`src/rtl/mpu_lookup_sched_if.sv`:
```
// ---------------------------------------------------------------------------
// mpu_lookup_sched_if
// Bundle of every signal that crosses the boundary of the launch-lookup
// scheduler. Names are seen from the scheduler: I_* flow into it and O_* flow
// out of it.
//   slave  : scheduler side (reads I_*, drives O_*)
//   master : environment side (drives I_*, reads O_*)
// Signals:
//   I_Req/I_ThreadID           launch requests and their thread IDs
//   O_Grant                    one-hot grant pulse
//   O_Req_Lookup/O_ThreadID_Ld lookup request to the map manager
//   I_Ack_Lookup/I_Address/I_Length  map manager answer
//   I_Lane_Busy                per-lane busy flags
//   O_Dispatch/O_Disp_*        lane dispatch strobe and payload
//   O_Miss/O_Busy              miss pulse and scheduler-active flag
// ---------------------------------------------------------------------------
interface mpu_lookup_sched_if #(
  parameter int NUM_REQ    = 4,
  parameter int NUM_LANE   = 4,
  parameter int WIDTH_ID   = 8,
  parameter int WIDTH_ADDR = 10
);
  logic [NUM_REQ-1:0]          I_Req;
  logic [NUM_REQ*WIDTH_ID-1:0] I_ThreadID;
  logic [NUM_REQ-1:0]          O_Grant;
  logic                        O_Req_Lookup;
  logic [WIDTH_ID-1:0]         O_ThreadID_Ld;
  logic                        I_Ack_Lookup;
  logic [WIDTH_ADDR-1:0]       I_Address;
  logic [WIDTH_ADDR-1:0]       I_Length;
  logic [NUM_LANE-1:0]         I_Lane_Busy;
  logic [NUM_LANE-1:0]         O_Dispatch;
  logic [WIDTH_ADDR-1:0]       O_Disp_Addr;
  logic [WIDTH_ADDR-1:0]       O_Disp_Len;
  logic [WIDTH_ID-1:0]         O_Disp_ID;
  logic                        O_Miss;
  logic                        O_Busy;

  modport slave (
    input  I_Req, I_ThreadID, I_Ack_Lookup, I_Address, I_Length, I_Lane_Busy,
    output O_Grant, O_Req_Lookup, O_ThreadID_Ld, O_Dispatch, O_Disp_Addr,
           O_Disp_Len, O_Disp_ID, O_Miss, O_Busy
  );

  modport master (
    output I_Req, I_ThreadID, I_Ack_Lookup, I_Address, I_Length, I_Lane_Busy,
    input  O_Grant, O_Req_Lookup, O_ThreadID_Ld, O_Dispatch, O_Disp_Addr,
           O_Disp_Len, O_Disp_ID, O_Miss, O_Busy
  );
endinterface

```
`src/rtl/mpu_lookup_sched.sv`:
```
// ---------------------------------------------------------------------------
// mpu_lookup_sched
// Schedules thread-launch lookups against the MPU instruction-memory map
// manager: round-robin arbitration of NUM_REQ requesters, one lookup
// handshake, then dispatch of the program to the lowest free lane.
// Ports:
//   clock  in  clock
//   reset  in  synchronous, active-high reset
//   bus    mpu_lookup_sched_if.slave (requests, lookup handshake, dispatch)
// Optional feature: define LOOKUP_TIMEOUT_EN to add an ack watchdog that
// abandons a lookup after TIMEOUT_CYC cycles in WAIT_ACK and reports a miss.
// Timing (all outputs registered):
//   cycle t   : O_Grant pulse (state LOOKUP)
//   cycle t+1 : O_Req_Lookup high (state WAIT_ACK)
//   ack seen  : next cycle O_Req_Lookup low, DISPATCH (or O_Miss if len 0)
//   DISPATCH  : next cycle after a free lane is seen, O_Dispatch pulse
// ---------------------------------------------------------------------------
module mpu_lookup_sched #(
  parameter int NUM_REQ     = 4,
  parameter int NUM_LANE    = 4,
  parameter int WIDTH_ID    = 8,
  parameter int WIDTH_ADDR  = 10,
  parameter int TIMEOUT_CYC = 64
) (
  input  logic                clock,
  input  logic                reset,
  mpu_lookup_sched_if.slave   bus
);

  localparam int WIDTH_PTR = (NUM_REQ > 1) ? $clog2(NUM_REQ) : 1;

  // Elaboration-time parameter sanity checks.
  if (NUM_REQ < 2) begin : g_bad_num_req
    $error("mpu_lookup_sched: NUM_REQ must be >= 2");
  end
  if (NUM_LANE < 1) begin : g_bad_num_lane
    $error("mpu_lookup_sched: NUM_LANE must be >= 1");
  end
  if (TIMEOUT_CYC < 1) begin : g_bad_timeout
    $error("mpu_lookup_sched: TIMEOUT_CYC must be >= 1");
  end

  typedef enum logic [1:0] {
    S_IDLE     = 2'd0,
    S_LOOKUP   = 2'd1,
    S_WAIT_ACK = 2'd2,
    S_DISPATCH = 2'd3
  } state_t;

  state_t                  state_reg;
  logic [WIDTH_PTR-1:0]    ptr_reg;
  logic [WIDTH_ID-1:0]     id_reg;
  logic [WIDTH_ADDR-1:0]   addr_reg;
  logic [WIDTH_ADDR-1:0]   len_reg;
  logic [NUM_REQ-1:0]      grant_reg;
  logic                    req_lookup_reg;
  logic [NUM_LANE-1:0]     dispatch_reg;
  logic [WIDTH_ADDR-1:0]   disp_addr_reg;
  logic [WIDTH_ADDR-1:0]   disp_len_reg;
  logic [WIDTH_ID-1:0]     disp_id_reg;
  logic                    miss_reg;

`ifdef LOOKUP_TIMEOUT_EN
  localparam int WIDTH_TCNT = $clog2(TIMEOUT_CYC + 1);
  localparam logic [WIDTH_TCNT-1:0] TCNT_LAST = WIDTH_TCNT'(TIMEOUT_CYC - 1);
  logic [WIDTH_TCNT-1:0]   tcnt_reg;
`endif

  // ------------------------------------------------------------------
  // Round-robin pick. Requesters above the pointer win first; if none of
  // them is requesting, the lowest requester overall wins (the wrap).
  // ------------------------------------------------------------------
  logic [NUM_REQ-1:0]   above_ptr;
  logic                 req_any;
  logic                 hi_any;
  logic [WIDTH_PTR-1:0] hi_idx;
  logic [WIDTH_PTR-1:0] lo_idx;
  logic [WIDTH_ID-1:0]  hi_id;
  logic [WIDTH_ID-1:0]  lo_id;
  logic [WIDTH_PTR-1:0] win_idx;
  logic [WIDTH_ID-1:0]  win_id;
  logic [NUM_REQ-1:0]   win_onehot;

  for (genvar gi = 0; gi < NUM_REQ; gi++) begin : g_above
    assign above_ptr[gi] = (WIDTH_PTR'(gi) > ptr_reg);
  end

  assign req_any = |bus.I_Req;

  always_comb begin
    hi_any     = 1'b0;
    hi_idx     = '0;
    lo_idx     = '0;
    hi_id      = '0;
    lo_id      = '0;
    // Descending scan so the last assignment is the lowest matching index.
    for (int i = NUM_REQ - 1; i >= 0; i--) begin
      if (bus.I_Req[i]) begin
        lo_idx = WIDTH_PTR'(i);
        lo_id  = bus.I_ThreadID[i*WIDTH_ID +: WIDTH_ID];
      end
      if (bus.I_Req[i] && above_ptr[i]) begin
        hi_any = 1'b1;
        hi_idx = WIDTH_PTR'(i);
        hi_id  = bus.I_ThreadID[i*WIDTH_ID +: WIDTH_ID];
      end
    end
    win_idx = hi_any ? hi_idx : lo_idx;
    win_id  = hi_any ? hi_id  : lo_id;
    win_onehot = '0;
    win_onehot[win_idx] = 1'b1;
  end

  // ------------------------------------------------------------------
  // Lowest free lane.
  // ------------------------------------------------------------------
  logic                lane_any;
  logic [NUM_LANE-1:0] lane_onehot;

  always_comb begin
    lane_any    = ~&bus.I_Lane_Busy;
    lane_onehot = '0;
    for (int j = NUM_LANE - 1; j >= 0; j--) begin
      if (!bus.I_Lane_Busy[j]) begin
        lane_onehot    = '0;
        lane_onehot[j] = 1'b1;
      end
    end
  end

  // ------------------------------------------------------------------
  // Control FSM with registered outputs.
  // ------------------------------------------------------------------
  always_ff @(posedge clock) begin
    if (reset) begin
      state_reg      <= S_IDLE;
      ptr_reg        <= WIDTH_PTR'(NUM_REQ - 1);
      id_reg         <= '0;
      addr_reg       <= '0;
      len_reg        <= '0;
      grant_reg      <= '0;
      req_lookup_reg <= 1'b0;
      dispatch_reg   <= '0;
      disp_addr_reg  <= '0;
      disp_len_reg   <= '0;
      disp_id_reg    <= '0;
      miss_reg       <= 1'b0;
`ifdef LOOKUP_TIMEOUT_EN
      tcnt_reg       <= '0;
`endif
    end else begin
      // Single-cycle pulses default low.
      grant_reg    <= '0;
      dispatch_reg <= '0;
      miss_reg     <= 1'b0;

      case (state_reg)
        S_IDLE: begin
          if (req_any) begin
            grant_reg <= win_onehot;
            id_reg    <= win_id;
            ptr_reg   <= win_idx;
            state_reg <= S_LOOKUP;
          end
        end

        S_LOOKUP: begin
          req_lookup_reg <= 1'b1;
          state_reg      <= S_WAIT_ACK;
`ifdef LOOKUP_TIMEOUT_EN
          tcnt_reg       <= '0;
`endif
        end

        S_WAIT_ACK: begin
          if (bus.I_Ack_Lookup) begin
            req_lookup_reg <= 1'b0;
            addr_reg       <= bus.I_Address;
            len_reg        <= bus.I_Length;
            if (bus.I_Length == '0) begin
              miss_reg  <= 1'b1;
              state_reg <= S_IDLE;
            end else begin
              state_reg <= S_DISPATCH;
            end
          end
`ifdef LOOKUP_TIMEOUT_EN
          else if (tcnt_reg == TCNT_LAST) begin
            // Watchdog expiry: abandon the lookup and report it as a miss.
            req_lookup_reg <= 1'b0;
            miss_reg       <= 1'b1;
            state_reg      <= S_IDLE;
          end else begin
            tcnt_reg <= tcnt_reg + 1'b1;
          end
`endif
        end

        S_DISPATCH: begin
          if (lane_any) begin
            dispatch_reg  <= lane_onehot;
            disp_addr_reg <= addr_reg;
            disp_len_reg  <= len_reg;
            disp_id_reg   <= id_reg;
            state_reg     <= S_IDLE;
          end
        end

        default: state_reg <= S_IDLE;
      endcase
    end
  end

  assign bus.O_Grant       = grant_reg;
  assign bus.O_Req_Lookup  = req_lookup_reg;
  assign bus.O_ThreadID_Ld = id_reg;
  assign bus.O_Dispatch    = dispatch_reg;
  assign bus.O_Disp_Addr   = disp_addr_reg;
  assign bus.O_Disp_Len    = disp_len_reg;
  assign bus.O_Disp_ID     = disp_id_reg;
  assign bus.O_Miss        = miss_reg;
  assign bus.O_Busy        = (state_reg != S_IDLE);

endmodule
```
`src/flat_wrapper.sv`:
```
// flat-port wrapper written by rule: the top's interface ports become plain ports
module mpu_lookup_sched_flat 
#(
  parameter int NUM_REQ     = 4,
  parameter int NUM_LANE    = 4,
  parameter int WIDTH_ID    = 8,
  parameter int WIDTH_ADDR  = 10,
  parameter int TIMEOUT_CYC = 64
)
  (clock, reset, bus_I_Req, bus_I_ThreadID, bus_I_Ack_Lookup, bus_I_Address, bus_I_Length, bus_I_Lane_Busy, bus_O_Grant, bus_O_Req_Lookup, bus_O_ThreadID_Ld, bus_O_Dispatch, bus_O_Disp_Addr, bus_O_Disp_Len, bus_O_Disp_ID, bus_O_Miss, bus_O_Busy);
  mpu_lookup_sched_if #(.NUM_REQ(NUM_REQ), .NUM_LANE(NUM_LANE), .WIDTH_ID(WIDTH_ID), .WIDTH_ADDR(WIDTH_ADDR)) bus_i ();
  input  logic clock;
  input  logic reset;
  input wire logic [$bits(bus_i.I_Req)-1:0] bus_I_Req;
  input wire logic [$bits(bus_i.I_ThreadID)-1:0] bus_I_ThreadID;
  input wire logic [$bits(bus_i.I_Ack_Lookup)-1:0] bus_I_Ack_Lookup;
  input wire logic [$bits(bus_i.I_Address)-1:0] bus_I_Address;
  input wire logic [$bits(bus_i.I_Length)-1:0] bus_I_Length;
  input wire logic [$bits(bus_i.I_Lane_Busy)-1:0] bus_I_Lane_Busy;
  output wire logic [$bits(bus_i.O_Grant)-1:0] bus_O_Grant;
  output wire logic [$bits(bus_i.O_Req_Lookup)-1:0] bus_O_Req_Lookup;
  output wire logic [$bits(bus_i.O_ThreadID_Ld)-1:0] bus_O_ThreadID_Ld;
  output wire logic [$bits(bus_i.O_Dispatch)-1:0] bus_O_Dispatch;
  output wire logic [$bits(bus_i.O_Disp_Addr)-1:0] bus_O_Disp_Addr;
  output wire logic [$bits(bus_i.O_Disp_Len)-1:0] bus_O_Disp_Len;
  output wire logic [$bits(bus_i.O_Disp_ID)-1:0] bus_O_Disp_ID;
  output wire logic [$bits(bus_i.O_Miss)-1:0] bus_O_Miss;
  output wire logic [$bits(bus_i.O_Busy)-1:0] bus_O_Busy;
  assign bus_i.I_Req = bus_I_Req;
  assign bus_i.I_ThreadID = bus_I_ThreadID;
  assign bus_i.I_Ack_Lookup = bus_I_Ack_Lookup;
  assign bus_i.I_Address = bus_I_Address;
  assign bus_i.I_Length = bus_I_Length;
  assign bus_i.I_Lane_Busy = bus_I_Lane_Busy;
  assign bus_O_Grant = bus_i.O_Grant;
  assign bus_O_Req_Lookup = bus_i.O_Req_Lookup;
  assign bus_O_ThreadID_Ld = bus_i.O_ThreadID_Ld;
  assign bus_O_Dispatch = bus_i.O_Dispatch;
  assign bus_O_Disp_Addr = bus_i.O_Disp_Addr;
  assign bus_O_Disp_Len = bus_i.O_Disp_Len;
  assign bus_O_Disp_ID = bus_i.O_Disp_ID;
  assign bus_O_Miss = bus_i.O_Miss;
  assign bus_O_Busy = bus_i.O_Busy;
  mpu_lookup_sched #(.NUM_REQ(NUM_REQ), .NUM_LANE(NUM_LANE), .WIDTH_ID(WIDTH_ID), .WIDTH_ADDR(WIDTH_ADDR), .TIMEOUT_CYC(TIMEOUT_CYC)) u_core (.clock(clock), .reset(reset), .bus(bus_i));
endmodule
```
`config.mk`:
```
export PLATFORM = sky130hd
export DESIGN_NAME = mpu_lookup_sched_flat
export DESIGN_NICKNAME = d
export VERILOG_FILES = /design/src/rtl/mpu_lookup_sched_if.sv /design/src/rtl/mpu_lookup_sched.sv /design/src/flat_wrapper.sv
export SDC_FILE = /design/constraint.sdc
export NUM_CORES = 1
export LEC_CHECK = 0
export ABC_AREA = 1
export CAP_MARGIN = 20
export CORE_ASPECT_RATIO = 0.75
export CORE_UTILIZATION = 65
export CTS_CLUSTER_SIZE = 28
export DETAILED_ROUTE_END_ITERATION = 10
export DONT_BUFFER_PORTS = 1
export GPL_TIMING_DRIVEN = 0
export PLACE_DENSITY = 0.9
export SETUP_SLACK_MARGIN = 0.05
export SYNTH_ARGS = -nofsm -noshare
export SYNTH_HDL_FRONTEND = slang
export SYNTH_SLANG_ARGS = --single-unit
```
`constraint.sdc`:
```
create_clock -name clock -period 2.3 [get_ports clock]
set_clock_uncertainty 0.05 [all_clocks]
set_input_delay 0.345 -clock clock [delete_from_list [all_inputs] [get_ports clock]]
set_output_delay 0.345 -clock clock [all_outputs]
set_load 0.01 [all_outputs]
```
==> out/results.ini, run 1 <==
[status]
outcome=completed

[global_route]
grt_max_degree=14
globalRouteTotalUtil_pct=32.2
grt.overflow.total=0
antenna_found_initial=0
grt_pass1_wl_mm=12.0
grt_pass1_vias=2601

[worst_setup_path]
cp-start-kind=flop
worstPathMaxFanout=10
crit_path_top_delay_cell=dfxtp_1
cp_cell_sequence=inv_1 > nor2_1 > nand2_1 > clkbuf_1 > o21ai_0 > a21oi_1
setup.worst_path.class=reg2reg
end_kind=flop
arrival_ns=1.73
required_ns=2.46
cpPeakStageDelay_ns=0.37

[floorplanning]
pin_count=110
die_area_um2=5060
initial_core_util_pct=68.8
fp.dieW_um=81.8
coreArea_um2=4520
num_rows=21
fp.dieH_um=61.9

[timing]
fin_crit_sh_pct=68.5
maxSlewHeadroom_pct=65.6
fmax_ghz=0.635
hold_viol=0
fin_setup_tns_ns=0
worst_pin_slew_ns=0.516
period_minus_slack_ns=1.58
drv_slew=0
fin_ws_ns=0.724
setup_viol=0
grt_setup_unrepaired=no

[layout]
drive_above_1_share_pct=7.26
final_nets=540
fin_area_um2=3390
area_growth_pct=8.98
fin_util_pct=74.9
antenna_cells=0

[drt]
met1_length_mm=3.63
top_layer=met4
num_vias=3047
ant_nets=0
dr.pass1.iters=5
drc=0
dr.first_iter.drc_count=200
wirelength_mm=8.07
vias_per_cell=5.65
wl_met3_mm=1.02
wl_met2_mm=3.35
post_drt_wl_per_cell_um=15.0

[placement]
dp_slack_ns=0.691
placement.io_buffers=0
placed_area_um2=3180
routabilityCongestion=0.931
dp_hpwl_mm=5.87

[cts]
cts_resized=0
cts_root_buf=clkbuf_8
clk_latency_ns=0.35
cts_setup_buffers=0
clock_path_buffers=2
cts.sinks=70
cts_tree=built
h-tree-depth=3
cts_made_buffers=9
path_clk_slew_ns=0.08

[flow_run]
maxCapViolCount=0

[power_and_ir_drop]
power_leakage_nw=1.57
power.total_mw=3.67
p_per_area_nw_per_um2=1080
max-vdd-ir-drop_mv=0.768

[logic_synthesis]
synthArstFlopShare_pct=0
yosys_most_used_dff=dfxtp_1
syn_area_um2=3110
yosys_warnings=0
syn_avg_cell_area_um2=6.68
yosys-top-cells-count=nand2_1 (111), nor2_1 (82), dfxtp_1 (70)
synth-edff-count=0
syn-instance-count=465
synth_most_common_cell=nand2_1
ys_types=23
synth_top_area_share_pct=45.1
synth_fp_nets=528
ys_seq_elements=70
synth_seq_area_share_pct=45.1
synthTopCellsByArea=dfxtp_1 (45%), nand2_1 (13%), nor2_1 (9.9%)
synth_top_cell_by_area=dfxtp_1

[worst_hold_path]
hold_class=in2reg

## cells by family (layout without fill, tap and decap cells)
logic type      count (synthesis)  after routing  synth area share [%]
compound gates                 97             97                  15.7
flops                          70             70                  45.1
buf+inv                        62             79                  8.09
simple gates                  236            236                  31.1
## what timing repair did
item	CTS	global route
endpoints found under the setup margin	0	0
hold endpoints to repair	0	1
hold buffers	0	1
## cells in the final DEF (no fill, tap or decap), drive strengths merged, types with 3 or more instances in the layout
cell and instances:
o21ai 48, clkbuf 23, a21oi 49, clkinvlp 3, nand4 4, nand2 112, inv 43, nand3 26
nor3 3, dfxtp 70, nor2 85, buf 8
## critical path, delay by kind of cell (launching register included)
| kind | cells | cell delay (ns) |
|---|---|---|
| and+or+nand+nor | 2 | 0.38 |
| buffers and inverters | 2 | 0.34 |
| DFF | 1 | 0.37 |
| AOI/OAI and AO/OA | 2 | 0.31 |
## report_power, final
| group | internal, mW | switching, mW |
|---|---|---|
| Clock | 0.508 | 0.486 |
| Combinational | 0.315 | 0.664 |
| Sequential | 1.45 | 0.243 |
## metal layers
metal | vias up | track usage (%)
met3 | 9 | 10.8
met4 | 0 | 7.77
met1 | 1350 | 45.7
met5 | - | 0
met2 | 178 | 47.1
li1 | 1510 | -
## worst paths after layout
kind / startpoint / end / slack [ns] / cells past startpoint
max: u_core.state_reg[1] / u_core.len_reg[2] / 0.72 / 6
min: bus_I_Lane_Busy[2] / u_core.bus.O_Dispatch[2] / 0.01 / 1
max reg2reg: u_core.state_reg[1] / u_core.len_reg[2] / 0.72 / 6
min reg2reg: u_core.len_reg[0] / u_core.bus.O_Disp_Len[0] / 0.41 / 2
## per-stage QoR
stage,hold slack (ns),cells
after floorplan,0.367,465
after global placement,0.370,522
after detailed placement,0.373,522
after CTS,0.00251,538
after global routing,0.00115,539
final,0.0133,539
## area by class of cell
class	count	area, um^2
multi-input combinational	333	1460
sequential	70	1400
fill	378	1130
inverter	41	154
clock buffer	10	128
buffer	21	97.6
tap	57	71.3
clock inverter	6	70.1
timing repair buffer	1	10.0
Note: power is estimated with default switching activity, not from simulation.
==> inputs of run 2 (changes only) <==
--- a/config.mk
+++ b/config.mk
@@ -8,12 +8,12 @@
 export ABC_AREA = 1
 export CAP_MARGIN = 20
 export CORE_ASPECT_RATIO = 0.75
-export CORE_UTILIZATION = 65
+export CORE_UTILIZATION = 62
 export CTS_CLUSTER_SIZE = 28
 export DETAILED_ROUTE_END_ITERATION = 10
 export DONT_BUFFER_PORTS = 1
 export GPL_TIMING_DRIVEN = 0
-export PLACE_DENSITY = 0.9
+export PLACE_DENSITY = 0.87
 export SETUP_SLACK_MARGIN = 0.05
 export SYNTH_ARGS = -nofsm -noshare
 export SYNTH_HDL_FRONTEND = slang
==> constraint.sdc (replaced) <==
create_clock -name clock -period 1.59 [get_ports clock]
set_clock_uncertainty 0.05 [all_clocks]
set_input_delay 0.2385 -clock clock [delete_from_list [all_inputs] [get_ports clock]]
set_output_delay 0.2385 -clock clock [all_outputs]
set_load 0.01 [all_outputs]
==> out/results.ini, run 2 (synthesis gave the netlist of run 1 again) <==
[status]
outcome=completed

[power_and_ir_drop]
power_leakage_nw=1.63
p_per_area_nw_per_um2=1540
max-vdd-ir-drop_mv=1.05
power.total_mw=5.40

[worst_setup_path]
worstPathMaxFanout=10
rr_worst_depth=6
r2r_start=u_core.state_reg[1]
cp-start-kind=flop
required_ns=1.77
end_kind=flop
startpoint=u_core.state_reg[1]
arrival_ns=1.62
setup.worst_path.class=reg2reg
ff2ff_setup_slack_ns=0.15

[drt]
drc=0
num_vias=3104
ant_nets=0
post_drt_wl_per_cell_um=15.9
wirelength_mm=8.75
vias_per_cell=5.65
dr.pass1.iters=5
dr.first_iter.drc_count=305

[placement]
dp_hpwl_mm=6.06
placement.io_buffers=0
routabilityCongestion=0.940

[cts]
cts_root_buf=clkbuf_8
cts_setup_buffers=0
clock_path_buffers=2
clk_latency_ns=0.35
cts_made_buffers=9
h-tree-depth=3
cts.sinks=70
path_clk_slew_ns=0.08
cts_tree=built

[timing]
worst_pin_slew_ns=0.490
hold_viol=0
fin_crit_sh_pct=90.5
fmax_ghz=0.695
period_minus_slack_ns=1.44
maxSlewHeadroom_pct=67.3
setup_viol=0
fin_setup_tns_ns=0
grt_setup_unrepaired=yes
timing.hold.ws_ns=0.0329
drv_slew=0

[floorplanning]
num_rows=21
fp.dieW_um=83.8
coreArea_um2=4620
fp.dieH_um=63.3
die_area_um2=5300
initial_core_util_pct=67.2
pin_count=110

[layout]
area_growth_pct=13.0
layout.cells.most_common=nand2_1
fillers=377
antenna_cells=0
drive_above_1_share_pct=9.55
layout_common_cells=nand2_1 (108), nor2_1 (79), dfxtp_1 (68), a21oi_1 (48), o21ai_0 (45)
final_nets=550

[global_route]
grt_max_degree=14
grt_pass1_vias=2914
grt_pass1_wl_mm=14.0
antenna_found_initial=0
globalRouteTotalUtil_pct=33.9
grt.overflow.total=0

[worst_hold_path]
hold_class=in2reg
hold-path-cell-count=2
holdCritStartpoint=bus_I_Address[2]

[flow_run]
maxCapViolCount=0

==> run 2: final cells by class <==
type	count	area, um^2	share of cell area [%]
flip-flops and latches	70	1400	40.0
plain buffers	21	105	2.99
repair buffers	11	110	3.14
clock buffers	10	128	3.63
inverters	41	154	4.38
multi-input cells	333	1470	41.9
well taps	57	71.3	2.03
clock inverters	6	70.1	2.00
==> run 2: what timing repair did <==
| action | 4_1_cts | 5_1_grt |
|---|---|---|
| endpoints found under the hold margin | 11 | 0 |
| hold buffers | 11 | 0 |
| setup endpoints to repair | 1 | 57 |
| resized for setup | 1 | 17 |
==> run 2: final timing paths <==
check | to
max | u_core.addr_reg[8]
min reg2reg | u_core.addr_reg[6]
min | u_core.addr_reg[2]
max reg2reg | u_core.addr_reg[8]
==> run 2: where the power goes <==
part,leakage (nW),switching [mW],internal [mW]
registers,0.571,0.361,2.10
clock network,0.0895,0.703,0.735
logic,0.967,1.01,0.487
==> run 2: worst max-delay path, stage by stage, from the launching register on <==
cell and delay, ns:
dfxtp_1 0.37, inv_1 0.08, nor2_2 0.14, nand2_2 0.15
clkbuf_2 0.22, o21ai_0 0.25, a21oi_1 0.06
==> run 2: layer usage <==
metal	up-vias	GRT usage (%)	part of all wire, %
met5	-	0	0
met4	0	11.4	2.1
met3	19	11.8	10
met2	150	50.4	44
met1	1402	46.1	44
li1	1533	-	-
==> run 2: per-stage QoR <==
step,worst slack (ns),cells,utilization [%],area (um^2)
after floorplan,0.364,465,-,3110
after global placement,0.0970,522,68.8,3180
after detailed placement,0.0543,522,68.8,3180
after CTS,0.0606,549,75.4,3490
after global routing,-0.00786,549,75.9,3510
final,0.151,549,75.9,3510
==> inputs of run 3 (changes only) <==
--- a/config.mk
+++ b/config.mk
@@ -13,6 +13,7 @@
 export DETAILED_ROUTE_END_ITERATION = 10
 export DONT_BUFFER_PORTS = 1
 export GPL_TIMING_DRIVEN = 0
+export MAX_ROUTING_LAYER = met4
 export PLACE_DENSITY = 0.87
 export SETUP_SLACK_MARGIN = 0.05
 export SYNTH_ARGS = -nofsm -noshare
==> constraint.sdc (replaced) <==
create_clock -name clock -period 1.59 [get_ports clock]
set_clock_uncertainty 0.05 [all_clocks]
set_input_delay 0.159 -clock clock [delete_from_list [all_inputs] [get_ports clock]]
set_output_delay 0.159 -clock clock [all_outputs]
set_load 0.05 [all_outputs]
==> out/results.ini, run 3 (synthesis gave the netlist of run 1 again) <==
[status]
outcome=completed

[power_and_ir_drop]
power.total_mw=6.11
p_per_area_nw_per_um2=1690
power_leakage_nw=1.68
max-vdd-ir-drop_mv=1.24

[layout]
area_growth_pct=16.4
final_nets=561
antenna_cells=0
drive_above_1_share_pct=8.96
layout_common_cells=nand2_1 (108), nor2_1 (81), dfxtp_1 (69), a21oi_1 (48), o21ai_0 (46)
layout.cells.most_common=nand2_1

[global_route]
globalRouteTotalUtil_pct=36.5
top_usage_layer=met2
grt_use_met3_pct=12.2
grt_max_degree=13
use_met1_pct=47.8
grt_pass1_wl_mm=14.7
met2_usage_pct=54.1
grt_pass1_vias=3125
grt.overflow.total=0
antenna_found_initial=0

[timing]
period_minus_slack_ns=1.51
drv_slew=0
maxSlewHeadroom_pct=61.0
worst_pin_slew_ns=0.585
fin_setup_tns_ns=0
setup_viol=0
fin_crit_sh_pct=94.9
fmax_ghz=0.663
hold_viol=0
grt_setup_unrepaired=yes

[floorplanning]
fp.dieH_um=63.3
fp.dieW_um=83.8
initial_core_util_pct=67.2
die_area_um2=5300
coreArea_um2=4620
pin_count=110
num_rows=21

[cts]
clk_latency_ns=0.34
cts_made_buffers=9
cts.sinks=70
cts_setup_buffers=0
h-tree-depth=3
clock_path_buffers=2
path_clk_slew_ns=0.08
cts_tree=built
cts_root_buf=clkbuf_8

[drt]
dr.first_iter.drc_count=311
vias_per_cell=5.82
post_drt_wl_per_cell_um=16.3
num_vias=3256
drc=0
ant_nets=0
wirelength_mm=9.14
dr.pass1.iters=5

[worst_setup_path]
arrival_ns=1.71
required_ns=1.79
worstPathMaxFanout=10
cp-start-kind=flop
setup.worst_path.class=reg2reg
end_kind=flop

[placement]
placement.io_buffers=0
dp_hpwl_mm=6.09
routabilityCongestion=0.952

[flow_run]
maxCapViolCount=0

[worst_hold_path]
hold_class=in2reg

run 3: cell types whose count changed in the layout (fill, tap and decap cells not counted), sizes merged:
cell	change
clkinv	+4
dlygate4sd3	+11
clkbuf	-2
clkinvlp	-3
buf	+1
inv	-1
run 3: cell type report:
class	count	area, um^2
sequential	70	1400
fill	359	1010
clock buffer	9	124
inverter	41	154
multi-input combinational	333	1470
tap	57	71.3
timing repair buffer	22	220
buffer	21	114
clock inverter	6	62.6
run 3: critical path, stage by stage (launching register included):
cell	delay, ns
dfxtp_1	0.36
inv_1	0.07
nor2_1	0.20
nand2_2	0.17
clkbuf_1	0.28
a21oi_1	0.29
run 3: routing by layer:
layer  vias up  share of wire [%]
met5         -                  0
met4         0                1.3
li1       1554                  -
met3        13                 13
met2       209                 44
met1      1480                 42
run 3: where the power goes:
| group | leakage (nW) | internal [mW] | switching, mW | total (mW) |
|---|---|---|---|---|
| logic | 1.02 | 0.508 | 1.06 | 1.57 |
| clock network | 0.0992 | 0.716 | 0.673 | 1.39 |
| registers | 0.571 | 2.10 | 1.06 | 3.16 |
run 3: what timing repair did:
action                                  4_1_cts  5_1_grt
endpoints found under the setup margin        0       63
hold endpoints to repair                     26        0
gates resized for setup                       0       22
hold buffers                                 22        0
run 3: path summary, 6_finish.rpt:
path	cells past startpoint	start	slack (ns)	to
setup / recovery	5	u_core.state_reg[1]	0.08	u_core.addr_reg[5]
hold / removal	2	bus_I_Address[7]	0.004	u_core.addr_reg[7]
setup reg to reg	5	u_core.state_reg[1]	0.08	u_core.addr_reg[5]
hold reg to reg	2	u_core.len_reg[2]	0.39	u_core.bus.O_Disp_Len[2]
run 3: metrics by stage:
step           std cells  instance area (um^2)  setup slack, ns  util (%)  hold WS, ns
6_report             559                  3620           0.0817      78.2      0.00448
5_1_grt              559                  3620          -0.0397      78.2       0.0103
4_1_cts              559                  3590           0.0504      77.5      0.00285
3_5_place_dp         522                  3180           0.0603      68.8        0.188
3_3_place_gp         522                  3180            0.124      68.8        0.184
2_1_floorplan        465                  3110            0.364         -        0.181
